===== config.mk =====
export PLATFORM = sky130hd
export DESIGN_NAME = retospect_cfg_sequencer_flat
export DESIGN_NICKNAME = d
export VERILOG_FILES = /design/src/rtl/retospect_cfg_sequencer_pkg.sv /design/src/rtl/retospect_cfg_sequencer_if.sv /design/src/rtl/retospect_cfg_sequencer_serdes.sv /design/src/rtl/retospect_cfg_sequencer.sv /design/src/flat_wrapper.sv
export SDC_FILE = /design/constraint.sdc
export NUM_CORES = 1
export LEC_CHECK = 0
export ABC_AREA = 0
export CORE_ASPECT_RATIO = 0.6
export CORE_MARGIN = 2
export CORE_UTILIZATION = 31
export DETAILED_ROUTE_END_ITERATION = 6
export GPL_ROUTABILITY_DRIVEN = 0
export HOLD_SLACK_MARGIN = 0.05
export PLACE_DENSITY = 0.56
export SKIP_CTS_REPAIR_TIMING = 1
export SLEW_MARGIN = 20
export SYNTH_ARGS = -nofsm -noshare
export SYNTH_HDL_FRONTEND = slang
export SYNTH_SLANG_ARGS = --single-unit

===== constraint.sdc =====
create_clock -name clk -period 4.7 [get_ports clk]
set_input_delay 0.47 -clock clk [delete_from_list [all_inputs] [get_ports clk]]
set_output_delay 0.47 -clock clk [all_outputs]
set_load 0.02 [all_outputs]

===== src/rtl/retospect_cfg_sequencer_pkg.sv =====
// retospect_cfg_pkg: shared state type and scan-chain geometry
// (clockbox followed by the CNB array) for the config sequencer.
package retospect_cfg_pkg;

  typedef enum logic [1:0] {
    IDLE,
    LOAD,
    ARM,
    DONE
  } state_t;

  localparam int unsigned CLOCKBOX_BITS = 48;
  localparam int unsigned CNB_BITS      = 19;
  localparam int unsigned NUM_CNB       = 25;

  localparam int unsigned CHAIN_LEN_DEF =
    CLOCKBOX_BITS + CNB_BITS * NUM_CNB;

endpackage


===== src/rtl/retospect_cfg_sequencer_if.sv =====
// retospect_cfg_sequencer_if: config byte stream in (in_*) and
// readback byte stream out (out_*). slave = sequencer side.
interface retospect_cfg_sequencer_if;

  logic [7:0] in_data;
  logic       in_valid;
  logic       in_ready;
  logic [7:0] out_data;
  logic       out_valid;
  logic       out_ready;

  modport master (
    output in_data, in_valid, out_ready,
    input  in_ready, out_data, out_valid
  );

  modport slave (
    input  in_data, in_valid, out_ready,
    output in_ready, out_data, out_valid
  );

endinterface


===== src/rtl/retospect_cfg_sequencer_serdes.sv =====
// retospect_bit_serdes: byte-to-bit shift-out buffer and bit-to-byte
// readback collector. Ports: clear/load/shift/last controls from the
// sequencer FSM, bs_out sample in; ibuf_bit, ibuf_empty, byte_done and
// byte_data (completed readback byte) out.
module retospect_bit_serdes (
  input  logic       clk,
  input  logic       rst_n,
  input  logic       clear,
  input  logic       load,
  input  logic [7:0] load_data,
  input  logic       shift,
  input  logic       last,
  input  logic       bs_out,
  output logic       ibuf_bit,
  output logic       ibuf_empty,
  output logic       byte_done,
  output logic [7:0] byte_data
);

  logic [7:0] ibuf;
  logic [3:0] ibuf_cnt;
  logic [7:0] obuf;
  logic [2:0] obuf_cnt;

  assign ibuf_bit   = ibuf[0];
  assign ibuf_empty = (ibuf_cnt == 4'd0);

  // The final chain bit flushes a partial byte; obuf high bits are
  // already zero because obuf is cleared after every emitted byte.
  assign byte_done = shift && (obuf_cnt == 3'd7 || last);
  assign byte_data = obuf | (8'(bs_out) << obuf_cnt);

  always_ff @(posedge clk) begin
    if (!rst_n || clear) begin
      ibuf     <= '0;
      ibuf_cnt <= '0;
      obuf     <= '0;
      obuf_cnt <= '0;
    end else if (load) begin
      ibuf     <= load_data;
      ibuf_cnt <= 4'd8;
    end else if (shift) begin
      ibuf     <= ibuf >> 1;
      // leftover bits past the chain end are dropped
      ibuf_cnt <= last ? 4'd0 : ibuf_cnt - 4'd1;
      if (byte_done) begin
        obuf     <= '0;
        obuf_cnt <= '0;
      end else begin
        obuf     <= byte_data;
        obuf_cnt <= obuf_cnt + 3'd1;
      end
    end
  end

endmodule


===== src/rtl/retospect_cfg_sequencer.sv =====
// retospect_cfg_sequencer: loads the neurochip scan chain LSB-first
// from a byte stream, returns the shifted-out bits as bytes, then
// pulses reset_nn and done.
// Ports: clk, rst_n (sync, active low), start, abort, stream (byte
// in/out handshakes), config_en/bs_in/bs_out (chain), reset_nn, busy,
// done.
module retospect_cfg_sequencer
  import retospect_cfg_pkg::*;
#(
  parameter int unsigned CHAIN_LEN = CHAIN_LEN_DEF
) (
  input  logic clk,
  input  logic rst_n,
  input  logic start,
  input  logic abort,
  retospect_cfg_sequencer_if.slave stream,
  output logic config_en,
  output logic bs_in,
  input  logic bs_out,
  output logic reset_nn,
  output logic busy,
  output logic done
);

  localparam int CNT_W = $clog2(CHAIN_LEN + 1);
  localparam logic [CNT_W-1:0] FULL = CNT_W'(CHAIN_LEN);
  localparam logic [CNT_W-1:0] LAST = CNT_W'(CHAIN_LEN - 1);

  state_t           state;
  state_t           state_n;
  logic [CNT_W-1:0] bit_cnt;
  logic [7:0]       out_data_q;
  logic             out_valid_q;

  logic       in_ready;
  logic       shift;
  logic       enter_load;
  logic       abort_go;
  logic       full;
  logic       last;
  logic       handshake;
  logic       ibuf_bit;
  logic       ibuf_empty;
  logic       byte_done;
  logic [7:0] byte_data;

  assign full      = (bit_cnt == FULL);
  assign last      = shift && (bit_cnt == LAST);
  assign handshake = in_ready && stream.in_valid;
  assign abort_go  = abort && (state == LOAD || state == ARM);

  assign config_en = shift;
  assign bs_in     = shift && ibuf_bit;
  assign busy      = (state != IDLE);

  assign stream.in_ready  = in_ready;
  assign stream.out_data  = out_data_q;
  assign stream.out_valid = out_valid_q;

  always_comb begin
    state_n    = state;
    in_ready   = 1'b0;
    shift      = 1'b0;
    reset_nn   = 1'b0;
    done       = 1'b0;
    enter_load = 1'b0;
    unique case (state)
      IDLE: begin
        if (start && !abort) begin
          state_n    = LOAD;
          enter_load = 1'b1;
        end
      end
      LOAD: begin
        // abort suppresses both the fetch and the shift
        if (abort) begin
          state_n = IDLE;
        end else begin
          in_ready = ibuf_empty && !full;
          shift    = !ibuf_empty && !out_valid_q && !full;
          if (full && !out_valid_q) state_n = ARM;
        end
      end
      ARM: begin
        if (abort) begin
          state_n = IDLE;
        end else begin
          reset_nn = 1'b1;
          state_n  = DONE;
        end
      end
      DONE: begin
        done    = 1'b1;
        state_n = IDLE;
      end
      default: state_n = IDLE;
    endcase
  end

  always_ff @(posedge clk) begin
    if (!rst_n) begin
      state       <= IDLE;
      bit_cnt     <= '0;
      out_data_q  <= '0;
      out_valid_q <= 1'b0;
    end else begin
      state <= state_n;
      if (enter_load) begin
        bit_cnt     <= '0;
        out_valid_q <= 1'b0;
      end else if (abort_go) begin
        out_valid_q <= 1'b0;
      end else begin
        if (shift) bit_cnt <= bit_cnt + CNT_W'(1);
        if (byte_done) begin
          out_data_q  <= byte_data;
          out_valid_q <= 1'b1;
        end else if (out_valid_q && stream.out_ready) begin
          out_valid_q <= 1'b0;
        end
      end
    end
  end

  retospect_bit_serdes u_serdes (
    .clk        (clk),
    .rst_n      (rst_n),
    .clear      (enter_load),
    .load       (handshake),
    .load_data  (stream.in_data),
    .shift      (shift),
    .last       (last),
    .bs_out     (bs_out),
    .ibuf_bit   (ibuf_bit),
    .ibuf_empty (ibuf_empty),
    .byte_done  (byte_done),
    .byte_data  (byte_data)
  );

endmodule

===== src/flat_wrapper.sv =====
// flat-port wrapper written by rule: the top's interface ports become plain ports
module retospect_cfg_sequencer_flat import retospect_cfg_pkg::*;
#(
  parameter int unsigned CHAIN_LEN = CHAIN_LEN_DEF
)
  (clk, rst_n, start, abort, config_en, bs_in, bs_out, reset_nn, busy, done, stream_in_data, stream_in_valid, stream_out_ready, stream_in_ready, stream_out_data, stream_out_valid);
  retospect_cfg_sequencer_if stream_i ();
  input  logic clk;
  input  logic rst_n;
  input  logic start;
  input  logic abort;
  output logic config_en;
  output logic bs_in;
  input  logic bs_out;
  output logic reset_nn;
  output logic busy;
  output logic done;
  input wire logic [$bits(stream_i.in_data)-1:0] stream_in_data;
  input wire logic [$bits(stream_i.in_valid)-1:0] stream_in_valid;
  input wire logic [$bits(stream_i.out_ready)-1:0] stream_out_ready;
  output wire logic [$bits(stream_i.in_ready)-1:0] stream_in_ready;
  output wire logic [$bits(stream_i.out_data)-1:0] stream_out_data;
  output wire logic [$bits(stream_i.out_valid)-1:0] stream_out_valid;
  assign stream_i.in_data = stream_in_data;
  assign stream_i.in_valid = stream_in_valid;
  assign stream_i.out_ready = stream_out_ready;
  assign stream_in_ready = stream_i.in_ready;
  assign stream_out_data = stream_i.out_data;
  assign stream_out_valid = stream_i.out_valid;
  retospect_cfg_sequencer #(.CHAIN_LEN(CHAIN_LEN)) u_core (.clk(clk), .rst_n(rst_n), .start(start), .abort(abort), .stream(stream_i), .config_en(config_en), .bs_in(bs_in), .bs_out(bs_out), .reset_nn(reset_nn), .busy(busy), .done(done));
endmodule

==> qor.txt, run 1 <==
Die W = 114.6 um
WL per Instance = 14.53 um
Finished Layout Cells = 373
First-pass GRT wire length = 9011 um
Count of final hold-check violations = 0
DRT iter0 DRCs = 158
Post-route minimum period = 3465 ps
Share of the yosys chip area belonging to registers = 38.72%
I/O Pins = 30
Initial antenna violation count = 0
Critical path data required time = 4230 ps
Hpwl dp = 3830 um
Final net count = 306
Synth async-reset ratio = 0%
Clock skew = 4.548 ps
CTS Buf Count = 5
Initial DRT Pass Iterations = 4
Synth Cell Area = 2275 um^2
DIE AREA = 8061 um^2
Worst IR Drop VDD = 0.1489 mV
Post-Syn Nets = 282
Skew-Pair Late Insertion Delay = 280 ps
GRT Total Usage = 14.06%
Total negative slack = 0 ps
Pwr per Cell Area = 299.7 nW/um^2
Hold Path Class = flop to flop
Share of layout cells above drive strength 1 = 7.801%
Crit path cell chain = clkdlybuf4s50_1 > or3b_1 > a311o_1 > buf_4 > inv_2 > and2_1 > clkdlybuf4s50_1
Max_cap viols = 0
Syn Inst Count = 257
RSZ-0062 raised after global routing = no
Mean Syn Cell Area = 8.851 um^2
Slowest stage delay, CP = 600 ps
Primary FF master, synth = dfxtp_1
CTS Root Cell = clkbuf_16
Fin. max-slew vios = 0
Vias in the first global route = 1,790
Vias = 2,006
Startpoint types = input pin
WS Path Type = input pin to output port
Relative slew slack = 54.26%
Largest fanout on the critical path = 26
CP top delay family = buffers and inverters
Final wirelength = 5419 um
Clock sinks = 44
Initial core utilization = 31.69%
Syn. warnings = 0
Core Rows = 24
Post-DRT Antenna Nets = 0
Vias per cell = 5.378
Crit share post-route = 73.72%
#FFs+latches synth = 44
Setup violations, final = 0
Most used cell, CP = clkdlybuf4s50_1
CTS tree = done
H-Tree Depth = 2
Layout area overhead = 22.50%
WP buf/inv = 4
Clock buffer depth = 2
Worst Setup End Kind = output port
Peak Freq = 288.6 MHz
Critical path data arrival time = 3000 ps
Worst Tran Pin Value = 683.9 ps
DP Cell Count = 365
Unique cell type count in the Yosys netlist = 49
Number of flops mapped to enable cells by yosys = 0
Core area = 7177 um^2
Reg clk slew, reported paths = 60 ps
Slowest cell on the critical path = clkdlybuf4s50_1
Gr ovfl total = 0
Most common cell after layout, fill and taps aside = dfxtp_1
Residual DRC count = 0
Maximum number of pins on one net before global-route repair = 27
Run status = finished clean
Die height = 70.35 um
P_leak = 0.9151 nW
# diodes = 0
IO buf count = 29
Commonest non-fill, non-tap cells in the layout = 44 x dfxtp_1, 29 x clkdlybuf4s50_1, 25 x nand2_1, 16 x a21oi_1, 16 x o21ai_0
[cells by family (layout without fill, tap and decap cells)]
group / count (synthesis) / count (layout) / share of synthesized area (%)
and+or+nand+nor: 86 / 86 / 22.44
AOI/OAI and AO/OA: 80 / 80 / 24.20
DFF: 44 / 44 / 38.72
buffers and inverters: 26 / 51 / 4.455
adders and majority gates: 10 / 10 / 5.501
muxes: 8 / 8 / 3.520
xor gates and xnor gates: 3 / 3 / 1.155
[metal layers]
metal / track usage, % / share of wire (%)
met4: 2.439 / 0.63
met5: 0 / 0
met1: 22.86 / 57
met3: 4.167 / 6.0
met2: 17.69 / 37
[worst paths after layout]
path | from | endpoint | slack (ps) | depth (start not counted)
hold reg to reg | u_core.stream.out_data[2] | u_core.stream.out_data[2] | 460 | 2
setup / recovery | abort | bs_in | 1230 | 7
setup reg to reg | u_core.state[1] | u_core.u_serdes.obuf[7] | 2160 | 8
hold / removal | u_core.stream.out_data[2] | u_core.stream.out_data[2] | 460 | 2
[final cells by class]
cell class / count / area (um^2)
inverters: 12 / 45.04
clock inverters: 2 / 10.01
repair buffers: 31 / 305.3
well taps: 91 / 113.9
multi-input cells: 187 / 1292
clock buffers: 6 / 138.9
fillers: 732 / 4390
flip-flops and latches: 44 / 880.8
[synth_stat cells (all sizes together), types with 4 or more instances]
cell | number | share of area [%]
dfxtp | 44 | 39
a21oi | 16 | 3.5
o31ai | 8 | 2.6
or4 | 5 | 1.7
nand2 | 25 | 4.1
nor3 | 5 | 1.6
clkbuf | 10 | 1.7
and3 | 4 | 1.1
nand2b | 6 | 1.7
a31oi | 7 | 1.9
ha | 10 | 5.5
buf | 4 | 0.82
o211ai | 10 | 3.3
mux2i | 8 | 3.5
a32oi | 7 | 2.7
o21ai | 16 | 3.5
nand3 | 15 | 3.3
nor2 | 5 | 0.83
inv | 12 | 2.0
[through the flow]
stage	power [mW]	hold slack, ps	worst slack, ps	instance area [um^2]	util [%]
after global placement	0.4921	441.0	1314	2638	36.75
after global routing	0.8739	476.9	1113	2786	38.82
after detailed placement	0.4924	448.1	1278	2638	36.75
final	0.8351	455.8	1235	2786	38.82
after floorplan	0.4555	446.5	2278	2275	-
after CTS	0.8456	462.2	1244	2786	38.82
[worst min-delay path, cell delays in order (launching register included)]
cell	delay, ps
dfxtp_1	310
nand2_1	50
mux2i_1	50
[state kept, by name, indices dropped and copies added, names as in the netlist]
register,count
u_core.bit_cnt,10
u_core.stream.out_data,8
u_core.u_serdes.ibuf,8
u_core.u_serdes.obuf,8
u_core.u_serdes.ibuf_cnt,4
u_core.u_serdes.obuf_cnt,3
u_core.state,2
u_core.stream.out_valid,1
[power breakdown]
| group | switching, mW | total [mW] | leakage [nW] | internal, mW |
|---|---|---|---|---|
| Clock | 0.141 | 0.350 | 0.0766 | 0.210 |
| Sequential | 0.00628 | 0.386 | 0.355 | 0.379 |
| Combinational | 0.0576 | 0.0993 | 0.484 | 0.0416 |
(Power assumes the default switching activity.)
==> run 2: changes to the inputs <==
- clock period: 4.7 -> 3.2 ns (I/O delays scaled with it)
==> run 2 against run 1 <==
Sequential power grew 47%. Flip-flop and latch count is the same. Hold slack lost 2.5 ps. Clock skew shrank 1.0 ps. Largest power group unchanged.
==> qor.txt, run 2 (synthesis gave the netlist of run 1 again) <==
Hold Worst Slack = 453.3 ps (-2.450 ps)
Fin. max-slew vios = 0 (unchanged)
Core Rows = 24 (unchanged)
Largest fanout on the critical path = 5 (-81%)
Hold Path Class = flop to flop
Worst IR Drop VDD = 0.1956 mV (+31%)
Die height = 70.35 um (unchanged)
Post-route minimum period = 2819 ps
R2R Path Start = u_core.state[1]
Final wirelength = 5402 um (-0.31%)
Final Power = 1.202 mW (+44%)
Clock sinks = 44 (unchanged)
Post-DRT Antenna Nets = 0 (unchanged)
Reg clk slew, reported paths = 60 ps (about the same)
Commonest non-fill, non-tap cells in the layout = 44 x dfxtp_1, 29 x clkdlybuf4s50_1, 25 x nand2_1, 16 x a21oi_1, 16 x o21ai_0
Residual DRC count = 0 (unchanged)
Critical path data arrival time = 2500 ps (-500 ps)
Vias = 1,956 (-2.5%)
CTS tree = done
Maximum number of pins on one net before global-route repair = 26 (-3.7%)
WL per Instance = 14.33 um (-1.4%)
Vias in the first global route = 1,801 (+0.61%)
GRT Total Usage = 14.17% (+0.12 points)
Reg2Reg Setup Slack = 710 ps (-1450 ps)
Relative slew slack = 61.64% (+7.4 points)
Peak Freq = 354.8 MHz
Initial DRT Pass Iterations = 4 (unchanged)
CP startpoint = u_core.state[1]
Worst Setup End Kind = output port
P_leak = 0.9312 nW (+1.8%)
Most common cell after layout, fill and taps aside = dfxtp_1
Vias per cell = 5.188 (-3.5%)
Run status = finished clean
WS Path Type = flop to output port
Initial core utilization = 31.69% (unchanged)
Initial antenna violation count = 0 (unchanged)
Hpwl dp = 3874 um (+1.1%)
Pwr per Cell Area = 427.8 nW/um^2 (+43%)
Count of final hold-check violations = 0 (unchanged)
I/O Pins = 30 (unchanged)
First-pass GRT wire length = 9018 um (about the same)
Final net count = 311 (+1.6%)
Critical path data required time = 2880 ps (-1350 ps)
Multi-input gate area = 1292 um^2 (unchanged)
Core area = 7177 um^2 (unchanged)
Setup violations, final = 0 (unchanged)
Reg-to-reg endpoint = u_core.stream.out_data[6]
Final Core Density = 39.14% (+0.31 points)
CTS Root Cell = clkbuf_16
Clock buffer depth = 2 (unchanged)
Largest register FFs = 10 (unchanged)
Share of layout cells above drive strength 1 = 8.741% (+0.94 points)
Gr ovfl total = 0 (unchanged)
Layout area overhead = 23.49%
Crit share post-route = 88.08%
CTS Buf Count = 5 (unchanged)
RSZ-0062 raised after global routing = no
Storage cell area = 880.8 um^2 (unchanged)
Total negative slack = 0 ps (unchanged)
Clock skew = 3.501 ps (-1.047 ps)
DRT iter0 DRCs = 156 (-1.3%)
Worst Reg-to-Reg Cells = 7 (-1)
Worst Tran Pin Value = 574.1 ps (-109.8 ps)
Max_cap viols = 0 (unchanged)
Setup crit end = bs_in
# diodes = 0 (unchanged)
Reg with most FFs = u_core.bit_cnt
IO buf count = 29 (unchanged)
Die W = 114.6 um (unchanged)
DIE AREA = 8061 um^2 (unchanged)
# fillers = 723 (-1.2%)
H-Tree Depth = 2 (unchanged)
Startpoint types = flop
Skew-Pair Late Insertion Delay = 280 ps (about the same)
[run 2: changes by cell type in the layout (fill, tap and decap cells not counted)]
cell      before  now
buf_4          2    7
clkbuf_1       0    1
clkbuf_8       1    0
clkinv_2       2    1
[run 2: final cells by class]
cell class	count	share of cell area (%)
multi-input cells	187	46.01
flip-flops and latches	44	31.36
repair buffers	36	12.20
clock buffers	6	4.588
well taps	91	4.053
inverters	12	1.604
clock inverters	1	0.1782
[run 2: stage by stage]
stage / instances / worst slack [ps] / cell area [um^2]
after global routing: 377 / 242.5 / 2809
after global placement: 370 / 467.4 / 2675
final: 377 / 381.4 / 2809
after CTS: 377 / 360.5 / 2809
after floorplan: 257 / 927.9 / 2275
after detailed placement: 370 / 441.8 / 2675
[run 2: critical path, cell delays in order, from the launching register on]
cell and delay (ps):
dfxtp_1 340, inv_1 80, ha_1 230, or3b_1 410, a311o_1 320, inv_2 90
and2_1 130, clkdlybuf4s50_1 610
[run 2: power by group]
part | switching (mW) | internal, mW | total, mW | leakage, nW
clock | 0.203 | 0.284 | 0.487 | 0.0667
sequential | 0.00887 | 0.557 | 0.566 | 0.355
combinational | 0.0851 | 0.0637 | 0.149 | 0.510
total | 0.297 | 0.905 | 1.20 | 0.931
[run 2: metal layers]
metal / share of wire [%] / track usage, % / vias to the layer above
met5: 0 / 0 / -
met4: 1.0 / 4.472 / 0
met3: 4.1 / 3.472 / 7
met2: 35 / 17.88 / 37
met1: 59 / 22.67 / 889
li1: - / - / 1023
[run 2: worst min-delay path by stage]
| stage | from | end | slack, ps | cells after the start |
|---|---|---|---|---|
| floorplan | u_core.u_serdes.obuf[0] | u_core.u_serdes.obuf[0] | 450 | 2 |
| global placement | u_core.stream.out_data[5] | u_core.stream.out_data[5] | 440 | 2 |
| detailed placement | u_core.stream.out_data[0] | u_core.stream.out_data[0] | 450 | 2 |
| CTS | u_core.stream.out_data[0] | u_core.stream.out_data[0] | 460 | 2 |
| global route | u_core.stream.out_data[5] | u_core.stream.out_data[5] | 470 | 2 |
| finish | u_core.stream.out_data[4] | u_core.stream.out_data[4] | 450 | 2 |
==> run 3: changes to the inputs <==
- CTS_BUF_LIST: unset -> sky130_fd_sc_hd__clkbuf_8
- GPL_ROUTABILITY_DRIVEN: 0 -> unset
==> run 3 against run 2 <==
Worst setup slack got worse by 31 ps. Global-route usage did not move. Cell count did not move. Maximum frequency fell by 1.1%. Core utilization fell by 0.78 points. Die area did not move. Total power fell by 13%. Sequential share of layout area rose by 0.64 points. Critical path depth did not move. Largest cell class unchanged. Highest routed layer unchanged.
==> qor.txt, run 3 (synthesis gave the netlist of run 1 again) <==
Initial core utilization = 31.69% (unchanged)
Post-route minimum period = 2850 ps (+31.19 ps)
Worst IR Drop VDD = 0.1527 mV (-22%)
CP top delay family = buffers and inverters
DRT iter0 DRCs = 162 (+3.8%)
# fillers = 728 (+0.69%)
Clock skew = 4.163 ps (+0.6625 ps)
Worst Tran Pin Value = 574.3 ps (+0.1295 ps)
Clock sinks = 44 (unchanged)
Maximum number of pins on one net before global-route repair = 26 (unchanged)
Final Core Density = 38.35% (-0.78 points)
Vias in the first global route = 1,801 (unchanged)
Skew-Pair Late Insertion Delay = 300 ps (+20 ps)
Max_cap viols = 0 (unchanged)
WL per Instance = 14.41 um (+0.54%)
Residual DRC count = 0 (unchanged)
Layout area overhead = 21.01%
I/O Pins = 30 (unchanged)
Run status = finished clean
WP buf/inv = 3 (unchanged)
Hpwl dp = 3874 um (unchanged)
IO buf count = 29 (unchanged)
# diodes = 0 (unchanged)
CTS Buf Count = 5 (unchanged)
Post-place instance area = 2675 um^2 (unchanged)
Reg with most FFs = u_core.bit_cnt
Count of final hold-check violations = 0 (unchanged)
Fin. max-slew vios = 0 (unchanged)
H-Tree Depth = 2 (unchanged)
WS Path Type = flop to output port
Most common cell after layout, fill and taps aside = dfxtp_1
Crit path cell chain = inv_1 > ha_1 > or3b_1 > a311o_1 > inv_2 > and2_1 > clkdlybuf4s50_1
Core area = 7177 um^2 (unchanged)
Startpoint types = flop
Gr ovfl total = 0 (unchanged)
Pwr per Cell Area = 380.7 nW/um^2 (-11%)
RSZ-0062 raised after global routing = no
Final WS setup = 350.2 ps (-31.19 ps)
Commonest non-fill, non-tap cells in the layout = 44 x dfxtp_1, 29 x clkdlybuf4s50_1, 25 x nand2_1, 16 x a21oi_1, 16 x o21ai_0
Worst Setup End Kind = output port
Post-DRT Antenna Nets = 0 (unchanged)
Initial antenna violation count = 0 (unchanged)
Dpl ws = 441.8 ps (unchanged)
Reg clk slew, reported paths = 80 ps (+20 ps)
GRT Total Usage = 14.17% (unchanged)
Fin area = 2753 um^2 (-2.0%)
P_leak = 0.9097 nW (-2.3%)
Slowest stage delay, CP = 610 ps (about the same)
Clock buffer depth = 2 (unchanged)
Final net count = 311 (unchanged)
Initial DRT Pass Iterations = 4 (unchanged)
CTS tree = done
Crit share post-route = 89.05% (+0.97 points)
Slowest cell on the critical path = clkdlybuf4s50_1
Setup violations, final = 0 (unchanged)
Die height = 70.35 um (unchanged)
Core Rows = 24 (unchanged)
Die W = 114.6 um (unchanged)
Relative slew slack = 61.63% (about the same)
Critical path data arrival time = 2530 ps (+30 ps)
Largest fanout on the critical path = 5 (unchanged)
Peak Freq = 350.9 MHz (-1.1%)
Share of layout cells above drive strength 1 = 8.741% (unchanged)
CTS Root Cell = clkbuf_8
Final wirelength = 5431 um (+0.54%)
Critical path data required time = 2880 ps (about the same)
Vias per cell = 5.180 (-0.15%)
DIE AREA = 8061 um^2 (unchanged)
Total negative slack = 0 ps (unchanged)
Hold Path Class = flop to flop
Largest register FFs = 10 (unchanged)
Routability cong. = 0.7606
First-pass GRT wire length = 9018 um (unchanged)
Vias = 1,953 (-0.15%)
## run 3: path summary, 6_finish.rpt
kind / startpoint / end / slack [ps] / cells past startpoint
max: u_core.state[1] / bs_in / 350 / 7
min: u_core.stream.out_data[4] / u_core.stream.out_data[4] / 460 / 2
max reg2reg: u_core.state[1] / u_core.stream.out_data[6] / 700 / 7
min reg2reg: u_core.stream.out_data[4] / u_core.stream.out_data[4] / 460 / 2
## run 3: power by group
group	total, mW	internal (mW)	switching (mW)	leakage [nW]
clock	0.334	0.146	0.188	0.0452
sequential	0.565	0.557	0.00889	0.355
combinational	0.149	0.0637	0.0852	0.510
## run 3: metrics by stage
| stage | power [mW] | cells | hold slack [ps] |
|---|---|---|---|
| 3_5_place_dp | 0.7259 | 370 | 446.8 |
| 3_3_place_gp | 0.7254 | 370 | 442.0 |
| 4_1_cts | 1.063 | 377 | 462.6 |
| 5_1_grt | 1.099 | 377 | 476.9 |
| 6_report | 1.048 | 377 | 456.3 |
| 2_1_floorplan | 0.6690 | 257 | 446.5 |
## run 3: area by class of cell
type | count | area [um^2] | area share (%)
Timing Repair Buffer | 36 | 342.8 | 12.45
Inverter | 12 | 45.04 | 1.636
Clock buffer | 5 | 68.82 | 2.500
Clock inverter | 2 | 8.758 | 0.3182
Sequential cell | 44 | 880.8 | 32.00
Tap cell | 91 | 113.9 | 4.136
Multi-Input combinational cell | 187 | 1292 | 46.95
## run 3: layer usage
layer | vias up | GRT usage [%] | wire length [um]
li1 | 1026 | - | -
met3 | 4 | 3.472 | 248
met4 | 0 | 4.472 | 40
met1 | 883 | 22.72 | 3196
met5 | - | 0 | 0
met2 | 40 | 17.82 | 1945
## run 3: worst register-to-register path: cells and delay by family (launching register included)
family | cells | cell delay, ps
fa+ha+maj | 1 | 230
buf+inv | 2 | 320
mux | 1 | 250
compound gates | 1 | 330
simple gates | 2 | 960
flops | 1 | 350
